$ cat config.mk
export PLATFORM = sky130hd
export DESIGN_NAME = mul_io_sequencer_flat
export DESIGN_NICKNAME = d
export VERILOG_FILES = /design/src/rtl/mul_io_if.sv /design/src/rtl/mul_io_sequencer.sv /design/src/flat_wrapper.sv
export SDC_FILE = /design/constraint.sdc
export NUM_CORES = 1
export LEC_CHECK = 0
export BUFFER_PORTS_ARGS = -buffer_cell sky130_fd_sc_hd__buf_2
export CORE_MARGIN = 4
export CORE_UTILIZATION = 40
export CTS_BUF_LIST = sky130_fd_sc_hd__clkbuf_4 sky130_fd_sc_hd__clkbuf_8 sky130_fd_sc_hd__clkbuf_16
export DETAILED_ROUTE_END_ITERATION = 8
export PLACE_DENSITY = 0.67
export SYNTH_ARGS = -nofsm -noshare
export SYNTH_HDL_FRONTEND = slang
export SYNTH_SLANG_ARGS = --single-unit
$ cat constraint.sdc
create_clock -name clk -period 4.58 [get_ports clk]
set_clock_uncertainty 0.1 [all_clocks]
set_input_delay 0.229 -clock clk [delete_from_list [all_inputs] [get_ports clk]]
set_output_delay 0.229 -clock clk [all_outputs]
set_load 0.005 [all_outputs]
$ cat src/rtl/mul_io_if.sv
// mul_io_if: operand-in / product-out handshake bundle for mul_io_sequencer.
//
// Both channels use the same valid/ready rule. The sender raises valid with
// stable data and keeps both unchanged until it sees ready. A transfer
// happens on every rising clk edge where valid && ready. Ready may depend
// on the receiver's state but never on valid in the same cycle.
//
// Signals:
//   in_valid / in_ready / in_multiplicand / in_multiplier : operand pair channel
//   out_valid / out_ready / out_product                    : product channel
// Modports:
//   master : producer of operands and consumer of products (the environment)
//   slave  : the sequencer
interface mul_io_if #(
  parameter int WIDTH_M = 16
);
  logic                   in_valid;
  logic                   in_ready;
  logic [WIDTH_M-1:0]     in_multiplicand;
  logic [WIDTH_M-1:0]     in_multiplier;
  logic                   out_valid;
  logic                   out_ready;
  logic [2*WIDTH_M-1:0]   out_product;

  modport master (
    output in_valid, in_multiplicand, in_multiplier, out_ready,
    input  in_ready, out_valid, out_product
  );

  modport slave (
    input  in_valid, in_multiplicand, in_multiplier, out_ready,
    output in_ready, out_valid, out_product
  );
endinterface

$ cat src/rtl/mul_io_sequencer.sv
// mul_io_sequencer: queues operand pairs, launches them one at a time into
// an external multiplier core, waits for the core's completion pulse with a
// timeout, and presents each product on a valid/ready output.
//
// Ports:
//   clk             : sole clock, rising edge
//   reset_n         : asynchronous active-low reset
//   io              : mul_io_if.slave (operand in channel, product out channel)
//   start           : one-cycle launch pulse to the core (high in LAUNCH)
//   op_multiplicand : operand A held for the core from LAUNCH until IDLE
//   op_multiplier   : operand B held for the core from LAUNCH until IDLE
//   core_done       : one-cycle completion pulse from the core
//   core_product    : core result, sampled only with core_done in WAIT
//   busy            : high in every state except IDLE
//   timeout_err     : sticky, set when the core misses its deadline
//   dbg_state       : current FSM state (IDLE=0, LAUNCH=1, WAIT=2, HOLD=3)
module mul_io_sequencer #(
  parameter int WIDTH_M    = 16,
  parameter int FIFO_DEPTH = 2,
  parameter int TIMEOUT    = 100
) (
  input  logic                 clk,
  input  logic                 reset_n,
  mul_io_if.slave              io,
  output logic                 start,
  output logic [WIDTH_M-1:0]   op_multiplicand,
  output logic [WIDTH_M-1:0]   op_multiplier,
  input  logic                 core_done,
  input  logic [2*WIDTH_M-1:0] core_product,
  output logic                 busy,
  output logic                 timeout_err,
  output logic [1:0]           dbg_state
);

  localparam int PTR_W = $clog2(FIFO_DEPTH);
  localparam int CNT_W = $clog2(TIMEOUT + 1);
  localparam int ENT_W = 2 * WIDTH_M;

  typedef enum logic [1:0] {
    S_IDLE   = 2'd0,
    S_LAUNCH = 2'd1,
    S_WAIT   = 2'd2,
    S_HOLD   = 2'd3
  } state_t;

  state_t state, state_next;

  // ---------------------------------------------------------------------
  // Operand FIFO. Entries are {multiplicand, multiplier}. Depth is a power
  // of two, so the pointers wrap naturally by overflowing.
  // ---------------------------------------------------------------------
  logic [ENT_W-1:0] mem [FIFO_DEPTH];
  logic [PTR_W-1:0] wr_ptr;
  logic [PTR_W-1:0] rd_ptr;
  logic [PTR_W:0]   count;
  logic             full;
  logic             empty;
  logic             push;
  logic             pop;
  logic [ENT_W-1:0] head;

  assign full  = (count == (PTR_W+1)'(FIFO_DEPTH));
  assign empty = (count == '0);
  // in_ready only reflects fullness, so a pop in the same cycle never
  // makes room for a push into a full queue.
  assign push  = io.in_valid && !full;
  assign pop   = (state == S_IDLE) && !empty;
  assign head  = mem[rd_ptr];

  assign io.in_ready = !full;

  always_ff @(posedge clk) begin
    if (push) begin
      mem[wr_ptr] <= {io.in_multiplicand, io.in_multiplier};
    end
  end

  always_ff @(posedge clk or negedge reset_n) begin
    if (!reset_n) begin
      wr_ptr <= '0;
      rd_ptr <= '0;
      count  <= '0;
    end else begin
      if (push) begin
        wr_ptr <= wr_ptr + PTR_W'(1);
      end
      if (pop) begin
        rd_ptr <= rd_ptr + PTR_W'(1);
      end
      case ({push, pop})
        2'b10:   count <= count + (PTR_W+1)'(1);
        2'b01:   count <= count - (PTR_W+1)'(1);
        default: count <= count;
      endcase
    end
  end

  // ---------------------------------------------------------------------
  // Control FSM
  // ---------------------------------------------------------------------
  logic [CNT_W-1:0]   wait_cnt;
  logic               out_valid_q;
  logic [ENT_W-1:0]   product_q;
  logic               capture;
  logic               expire;
  logic               handshake;

  // core_done wins over the timeout when both land in the last WAIT cycle.
  // The last WAIT cycle is the one in which the counter would reach
  // TIMEOUT, so the core gets exactly TIMEOUT cycles after start.
  assign capture   = (state == S_WAIT) && core_done;
  assign expire    = (state == S_WAIT) && !core_done &&
                     (wait_cnt == CNT_W'(TIMEOUT - 1));
  assign handshake = (state == S_HOLD) && out_valid_q && io.out_ready;

  always_ff @(posedge clk or negedge reset_n) begin
    if (!reset_n) begin
      state <= S_IDLE;
    end else begin
      state <= state_next;
    end
  end

  always_comb begin
    state_next = state;
    start      = 1'b0;
    case (state)
      S_IDLE: begin
        if (!empty) begin
          state_next = S_LAUNCH;
        end
      end
      S_LAUNCH: begin
        start      = 1'b1;
        state_next = S_WAIT;
      end
      S_WAIT: begin
        if (capture) begin
          state_next = S_HOLD;
        end else if (expire) begin
          state_next = S_IDLE;
        end
      end
      S_HOLD: begin
        if (handshake) begin
          state_next = S_IDLE;
        end
      end
      default: begin
        state_next = S_IDLE;
      end
    endcase
  end

  // Datapath registers. Operands load only on pop, so they stay put from
  // LAUNCH through WAIT and HOLD until the next operation is popped.
  always_ff @(posedge clk or negedge reset_n) begin
    if (!reset_n) begin
      op_multiplicand <= '0;
      op_multiplier   <= '0;
      wait_cnt        <= '0;
      out_valid_q     <= 1'b0;
      product_q       <= '0;
      timeout_err     <= 1'b0;
    end else begin
      if (pop) begin
        op_multiplicand <= head[ENT_W-1:WIDTH_M];
        op_multiplier   <= head[WIDTH_M-1:0];
      end

      if (state == S_LAUNCH) begin
        wait_cnt <= '0;
      end else if (state == S_WAIT) begin
        // Leaves WAIT no later than the cycle it reaches TIMEOUT, so the
        // counter never wraps.
        wait_cnt <= wait_cnt + CNT_W'(1);
      end

      if (capture) begin
        product_q   <= core_product;
        out_valid_q <= 1'b1;
      end else if (handshake) begin
        out_valid_q <= 1'b0;
      end

      if (expire) begin
        timeout_err <= 1'b1;
      end
    end
  end

  assign io.out_valid   = out_valid_q;
  assign io.out_product = product_q;
  assign busy           = (state != S_IDLE);
  assign dbg_state      = state;

endmodule

$ cat src/flat_wrapper.sv
// flat-port wrapper written by rule: the top's interface ports become plain ports
module mul_io_sequencer_flat 
#(
  parameter int WIDTH_M    = 16,
  parameter int FIFO_DEPTH = 2,
  parameter int TIMEOUT    = 100
)
  (clk, reset_n, start, op_multiplicand, op_multiplier, core_done, core_product, busy, timeout_err, dbg_state, io_in_valid, io_in_multiplicand, io_in_multiplier, io_out_ready, io_in_ready, io_out_valid, io_out_product);
  mul_io_if #(.WIDTH_M(WIDTH_M)) io_i ();
  input  logic clk;
  input  logic reset_n;
  output logic start;
  output logic [WIDTH_M-1:0] op_multiplicand;
  output logic [WIDTH_M-1:0] op_multiplier;
  input  logic core_done;
  input  logic [2*WIDTH_M-1:0] core_product;
  output logic busy;
  output logic timeout_err;
  output logic [1:0] dbg_state;
  input wire logic [$bits(io_i.in_valid)-1:0] io_in_valid;
  input wire logic [$bits(io_i.in_multiplicand)-1:0] io_in_multiplicand;
  input wire logic [$bits(io_i.in_multiplier)-1:0] io_in_multiplier;
  input wire logic [$bits(io_i.out_ready)-1:0] io_out_ready;
  output wire logic [$bits(io_i.in_ready)-1:0] io_in_ready;
  output wire logic [$bits(io_i.out_valid)-1:0] io_out_valid;
  output wire logic [$bits(io_i.out_product)-1:0] io_out_product;
  assign io_i.in_valid = io_in_valid;
  assign io_i.in_multiplicand = io_in_multiplicand;
  assign io_i.in_multiplier = io_in_multiplier;
  assign io_i.out_ready = io_out_ready;
  assign io_in_ready = io_i.in_ready;
  assign io_out_valid = io_i.out_valid;
  assign io_out_product = io_i.out_product;
  mul_io_sequencer #(.WIDTH_M(WIDTH_M), .FIFO_DEPTH(FIFO_DEPTH), .TIMEOUT(TIMEOUT)) u_core (.clk(clk), .reset_n(reset_n), .io(io_i), .start(start), .op_multiplicand(op_multiplicand), .op_multiplier(op_multiplier), .core_done(core_done), .core_product(core_product), .busy(busy), .timeout_err(timeout_err), .dbg_state(dbg_state));
endmodule
# Word level (Yosys, flattened, before mapping)
# Memories as Yosys holds them, arrays and structs flattened. A register that Yosys moved wholly into a read port is not among the register bits.
# Cells that the tools add are included.
# Widths: inputs -> output; s select.
[totals]
n_memories = 1
ramBits = 64
ff_bits = 47
input_bits = 69
wordCells = 55
[mem_list]
columns = ["name", "words", "word_bits", "rd", "rd_clocked_by_memory_dff", "wr", "line_no", "source"]
rows = [
  ["u_core.mem", 2, 32, 1, 1, 1, "mul_io_sequencer.sv:52", "logic [ENT_W-1:0] mem [FIFO_DEPTH];"],
]
[op_classes]
n_addsub = 5
muxes = 13
n_reduce_logical = 18
eq_ne = 10
[ops]
columns = ["operator", "count"]
rows = [
  ["$mux 7", 2],
  ["$eq 2x2->1 const B", 4],
  ["$mux 2", 4],
  ["$pmux 2 s4", 1],
  ["$reduce_bool 2->1", 4],
  ["$add 7x1->7 const B", 1],
  ["$eq 7x7->1 const B", 1],
  ["$logic_and 1x1->1", 7],
  ["$mux 1", 5],
  ["$eq 2x1->1 const B", 2],
  ["$logic_not 1->1", 4],
  ["$logic_not 2->1", 2],
  ["$pmux 2 s2", 1],
  ["$ne 3x1->1 const B", 1],
  ["$reduce_and 3->1", 1],
  ["$add 1x1->1 const B", 2],
  ["$add 2x1->2 const B", 1],
  ["$ne 2x1->1 const B", 1],
  ["$ne 2x2->1 const B", 1],
  ["$sub 2x1->2 const B", 1],
]

# Logic depth before layout (Yosys ltp)
[depth]
depth_word = 6
mapped_depth = 10

# Least setup slack after synthesis
# No wires, ideal clock.
[synth_timing]
path_type = "register to register"
startpoint = "register u_core.count[0]"
endpoint = "memory u_core.mem[0][0] (netlist bit), enable pin"
setup_slack_ps = 2021
arrival_ps = 2038
required_time_ps = 4059
setup_ps = 421
path_stages_with_launch = 4
path_cell_list = "dfrtp_1 > nand2b_1 > nand2_1 > nor2_1"
[synth_via]
elab_chain_len = 5
[synth_lines]
columns = ["item", "line_no", "source"]
rows = [
  ["start: declaration", "mul_io_sequencer.sv:55", "logic [PTR_W:0] count;"],
  ["start signal: assignment", "mul_io_sequencer.sv:91", "2'b10: count <= count + (PTR_W+1)'(1);"],
  ["start signal: assignment", "mul_io_sequencer.sv:92", "2'b01: count <= count - (PTR_W+1)'(1);"],
  ["start signal: assignment", "mul_io_sequencer.sv:93", "default: count <= count;"],
  ["$eq 2x2->1", "mul_io_sequencer.sv:62", "assign full = (count == (PTR_W+1)'(FIFO_DEPTH));"],
  ["$logic_not 1->1", "n/a", ""],
  ["via io_in_ready", "flat_wrapper.sv:24", "output wire logic [$bits(io_i.in_ready)-1:0] io_in_ready;"],
  ["$logic_and 1x1->1", "mul_io_sequencer.sv:66", "assign push = io.in_valid && !full;"],
  ["$mux 1", "mul_io_sequencer.sv:73", "if (push) begin"],
  ["$mux 1 (implied by the code)", "mul_io_sequencer.sv:74", "mem[wr_ptr] <= {io.in_multiplicand, io.in_multiplier};"],
  ["end: declaration", "mul_io_sequencer.sv:52", ""],
]
# The timed path passes the listed nets, and every way through them passes these cells.

# Final worst setup path
[layout_timing]
startpoint = "register u_core.state[0] (netlist: u_core.dbg_state[0])"
endpoint = "register u_core.count[1]"
[layout_via]
elab_chain_len = 4
word_cells_on_any_way = 6
classes_between = "eq/ne (2); mux (1); reduce/logical (3)"
[layout_lines]
columns = ["item", "line_no", "source"]
rows = [
  ["start: declaration", "mul_io_sequencer.sv:46", "state_t state, state_next;"],
  ["start signal: assignment", "mul_io_sequencer.sv:120", "state <= state_next;"],
  ["$logic_not 2->1 *", "mul_io_sequencer.sv:67", "assign pop = (state == S_IDLE) && !empty;"],
  ["$logic_and 1x1->1 *", "mul_io_sequencer.sv:67", ""],
  ["via u_core.pop", "mul_io_sequencer.sv:59", "logic pop;"],
  ["$eq 2x1->1 or $eq 2x2->1 (tied branches)", "mul_io_sequencer.sv:90", "case ({push, pop})"],
  ["$pmux 2 s2 or $reduce_bool 2->1 (tied branches)", "n/a", ""],
]
# Mark *: on every way through the listed nets, which the timed path passes. The rest lies on a longest branch.
# A chain may end at the register's enable or synchronous reset.

==> impl_metrics.py <==
metrics = {
    "placement": {
        "cell_area_reported_after_detailed_placement_um2": 6250,
        "detailedPlacementHpwl_um": 6860,
        "port_buffers": 139,
        "place_congestion": 0.693,
    },
    "grt": {
        "grt.total_usage": 0.155,
        "global_route.overflow_total": 0,
        "initial_antenna_violation_count": 0,
        "via_count_of_the_first_global_routing_pass": 3599,
        "grt_max_degree": 80,
        "grt_first_pass_wirelength_um": 17700,
    },
    "clock_network": {
        "cts.clk_slew.worst_paths_ps": 60,
        "post-cts-setup-buffers": 0,
        "cts_made_buffers": 17,
        "cts_root_buf": "sky130_fd_sc_hd__clkbuf_16",
        "cts.sinks": 143,
        "htree_levels": 4,
        "clock_latency_ps": 410,
        "cts_tree": "done",
        "cts_max_path_buffers": 2,
    },
    "routing": {
        "viasPerCell": 4.69,
        "route.detailed.wl_per_inst_um": 15.4,
        "first_pass_iters": 4,
        "total_drc_errors_in_the_routed_layout": 0,
        "route.vias.total": 3517,
        "routed_wirelength_um": 11500,
        "dr.first_iter.drc_count": 151,
        "antenna_violating_nets_post_route": 0,
    },
    "worst_setup_path": {
        "critical_path_required_ps": 4820,
        "setup.worst_path.start": "u_core.dbg_state[0]",
        "critical_path_class": "flop to flop",
        "critPathBufInv": 3,
        "critical_path.top_delay_family": "buffers and inverters",
        "worst_path_largest_cell_delay_ps": 480,
        "worstPathCellList": "inv_1 > ha_1 > o21ai_4 > buf_4 > inv_1 > ha_1 > nor2_1 > xor2_1",
        "max_fanout_on_critical_path": 66,
        "critical-path-slowest-cell": "sky130_fd_sc_hd__buf_4",
        "crit_path_start_kind": "flop",
        "worst_setup_path_end_kind": "flop",
        "r2r-start": "u_core.dbg_state[0]",
        "critPathArrivalTime_ps": 2540,
    },
    "floorplan": {
        "start_util": 0.407,
        "die-area_um2": 15400,
        "io_pins": 140,
        "placeableCoreArea_um2": 13200,
        "die-width_um": 124,
        "rows": 42,
        "fp.dieH_um": 124,
    },
    "logic_synthesis": {
        "synth.area.top_cells": "sky130_fd_sc_hd__dfrtp_1 37%, sky130_fd_sc_hd__edfxtp_1 36%, sky130_fd_sc_hd__mux2_2 6.9%",
        "synth.net_count": 427,
        "mappedNetlistArea_um2": 5390,
        "yosysTopAreaCell": "sky130_fd_sc_hd__dfrtp_1",
        "post-synth-top-area-fraction": 0.367,
        "yosys_register_bits": 143,
        "ys_warn_count": 0,
        "synth_seq_area_share": 0.723,
        "synthesis.instances": 351,
        "post_synth.cell_area_avg_um2": 15.4,
        "ys_types": 33,
    },
    "timing": {
        "fin_hold_ws_ps": 96.1,
        "fmaxAchievable_mhz": 433,
        "final_max_slew_viol_count": 0,
        "final-hold-violation-count": 0,
        "finalSetupViolCount": 0,
        "maxSlewHeadroom": 0.333,
        "timing.final.crit_share": 0.504,
        "rsz0062_at_grt": "no",
        "finalSetupTns_ps": 0,
        "post_layout_min_period_ps": 2310,
        "worst_pin_slew_ps": 1000,
    },
    "hold_path": {
        "worstHoldStart": "core_done",
        "holdCritPathClass": "primary input to flop",
    },
    "power": {
        "switching_power_mw": 1.50,
        "pwr_density_cell_nw_per_um2": 662,
        "internal_power_mw": 3.48,
        "sw_frac_of_total": 0.302,
        "ir_drop_v": 0.000329,
        "clock_power_share": 0.287,
        "leakagePower_nw": 3.36,
        "combinationalPowerShare": 0.279,
        "sequentialPowerShare": 0.434,
    },
    "layout": {
        "nFillCells": 1080,
        "nNetsFinal": 637,
        "insertedDiodeCount": 0,
        "layout.cell_area.non_filler_um2": 7530,
        "layout-drive-gt1-share": 0.369,
        "synth_to_final_area_change_pct": 39.7,
    },
    "run": {
        "cap_violations": 0,
    },
    "run_status": {
        "outcome": "complete, no violations",
    },
}
==> power by group through the flow <==
stage	clock, mW	combinational [mW]	sequential (mW)
after floorplan	0	0.887	2.09
after global placement	0	1.32	2.16
after detailed placement	0	1.38	2.18
after CTS	1.47	1.42	2.16
after global routing	1.53	1.58	2.21
final	1.43	1.39	2.16
==> metrics by stage <==
step | setup slack (ps) | utilization | power (mW) | std cells
floorplan | 2020 | - | 2.98 | 351
global placement | 2380 | 0.472 | 3.48 | 652
detailed placement | 2250 | 0.472 | 3.56 | 652
CTS | 2230 | 0.569 | 5.05 | 750
global route | 2000 | 0.569 | 5.33 | 750
finish | 2270 | 0.569 | 4.98 | 750
==> path summary, 6_finish.rpt <==
check	to	slack [ps]	cells past startpoint
min	u_core.timeout_err	100	3
max in group asynchronous	u_core.rd_ptr	3260	2
min in group asynchronous	u_core.io.out_product[23]	410	2
max reg2reg	u_core.count[1]	2270	8
max	u_core.count[1]	2270	8
min reg2reg	u_core.op_multiplier[0]	380	2
==> worst register-to-register path, cell delays in order (launching register included) <==
cell and delay (ps):
sky130_fd_sc_hd__dfrtp_1 440, sky130_fd_sc_hd__inv_1 110, sky130_fd_sc_hd__ha_1 280, sky130_fd_sc_hd__o21ai_4 70, sky130_fd_sc_hd__buf_4 480, sky130_fd_sc_hd__inv_1 110, sky130_fd_sc_hd__ha_1 350, sky130_fd_sc_hd__nor2_1 140
sky130_fd_sc_hd__xor2_1 150
==> cells in the mapped netlist <==
cell	count
sky130_fd_sc_hd__xor2_1	2
sky130_fd_sc_hd__mux2_2	33
sky130_fd_sc_hd__o21ai_1	2
sky130_fd_sc_hd__o22a_1	1
sky130_fd_sc_hd__ha_1	7
sky130_fd_sc_hd__o21ai_0	32
sky130_fd_sc_hd__a31o_1	1
sky130_fd_sc_hd__o41ai_2	1
sky130_fd_sc_hd__nor3_1	1
sky130_fd_sc_hd__nand2_2	1
sky130_fd_sc_hd__nand4b_1	1
sky130_fd_sc_hd__inv_1	9
sky130_fd_sc_hd__nor2_1	6
sky130_fd_sc_hd__nand4_1	2
sky130_fd_sc_hd__o22ai_1	2
sky130_fd_sc_hd__nand2b_1	1
sky130_fd_sc_hd__a22oi_2	1
sky130_fd_sc_hd__edfxtp_1	64
sky130_fd_sc_hd__nand2_1	39
sky130_fd_sc_hd__buf_4	7
sky130_fd_sc_hd__a21oi_1	5
sky130_fd_sc_hd__nor3b_1	1
sky130_fd_sc_hd__clkbuf_1	2
sky130_fd_sc_hd__and3_1	1
sky130_fd_sc_hd__o21a_1	1
sky130_fd_sc_hd__a31o_2	1
sky130_fd_sc_hd__nand3_1	2
sky130_fd_sc_hd__buf_2	6
sky130_fd_sc_hd__xnor2_1	6
sky130_fd_sc_hd__nand3b_1	1
sky130_fd_sc_hd__mux2i_1	32
sky130_fd_sc_hd__dfrtp_1	79
sky130_fd_sc_hd__o31a_1	1
==> routing by layer <==
metal | vias up | wire [um] | track usage
met5 | - | 0 | 0
met4 | 0 | 188 | 0.0602
met3 | 18 | 1030 | 0.0554
met2 | 127 | 5760 | 0.271
met1 | 1695 | 4560 | 0.173
li1 | 1677 | - | -
==> cell type report <==
class / count / area [um2] / area share
timing repair buffer: 206 / 1370 / 0.181
tap: 176 / 220 / 0.0292
inverter: 9 / 33.8 / 0.00449
sequential: 143 / 3900 / 0.518
multi-input combinational: 184 / 1390 / 0.184
clock inverter: 12 / 168 / 0.0223
clock buffer: 20 / 454 / 0.0603
==> logic make-up (layout without fill, tap and decap cells) <==
family / Yosys count / in the layout / share of synthesized area
xor+xnor: 8 / 8 / 0.0130
mux: 65 / 65 / 0.128
flops: 143 / 143 / 0.723
fa+ha+maj: 7 / 7 / 0.0162
buf+inv: 24 / 247 / 0.0230
simple gates: 56 / 56 / 0.0443
compound gates: 48 / 48 / 0.0518
==> state kept, by name, indices dropped and copies added, names as in the netlist <==
register	cells
u_core.timeout_err	1
u_core.mem	64
u_core.op_multiplier	16
u_core.op_multiplicand	16
u_core.wr_ptr	1
u_core.rd_ptr	1
u_core.count	2
u_core.io.out_product	32
u_core.io.out_valid	1
u_core.dbg_state	2
u_core.wait_cnt	7
==> repair_timing <==
item,4_1_cts,5_1_grt
resized for setup,0,0
endpoints found under the hold margin,176,0
hold buffers,66,0
setup endpoints to repair,0,0
==> cells in the final DEF, fill, tap and decap left out, drive strengths merged, types with 4 or more instances in the layout <==
| cell | instances |
|---|---|
| nand2 | 40 |
| mux2 | 33 |
| mux2i | 32 |
| buf | 140 |
| ha | 7 |
| bufinv | 4 |
| dfrtp | 79 |
| xnor2 | 6 |
| nor2 | 6 |
| clkinv | 6 |
| inv | 9 |
| o21ai | 34 |
| a21oi | 5 |
| clkbuf | 20 |
| dlygate4sd3 | 66 |
| edfxtp | 64 |
Power figures use the tool's default switching activity.
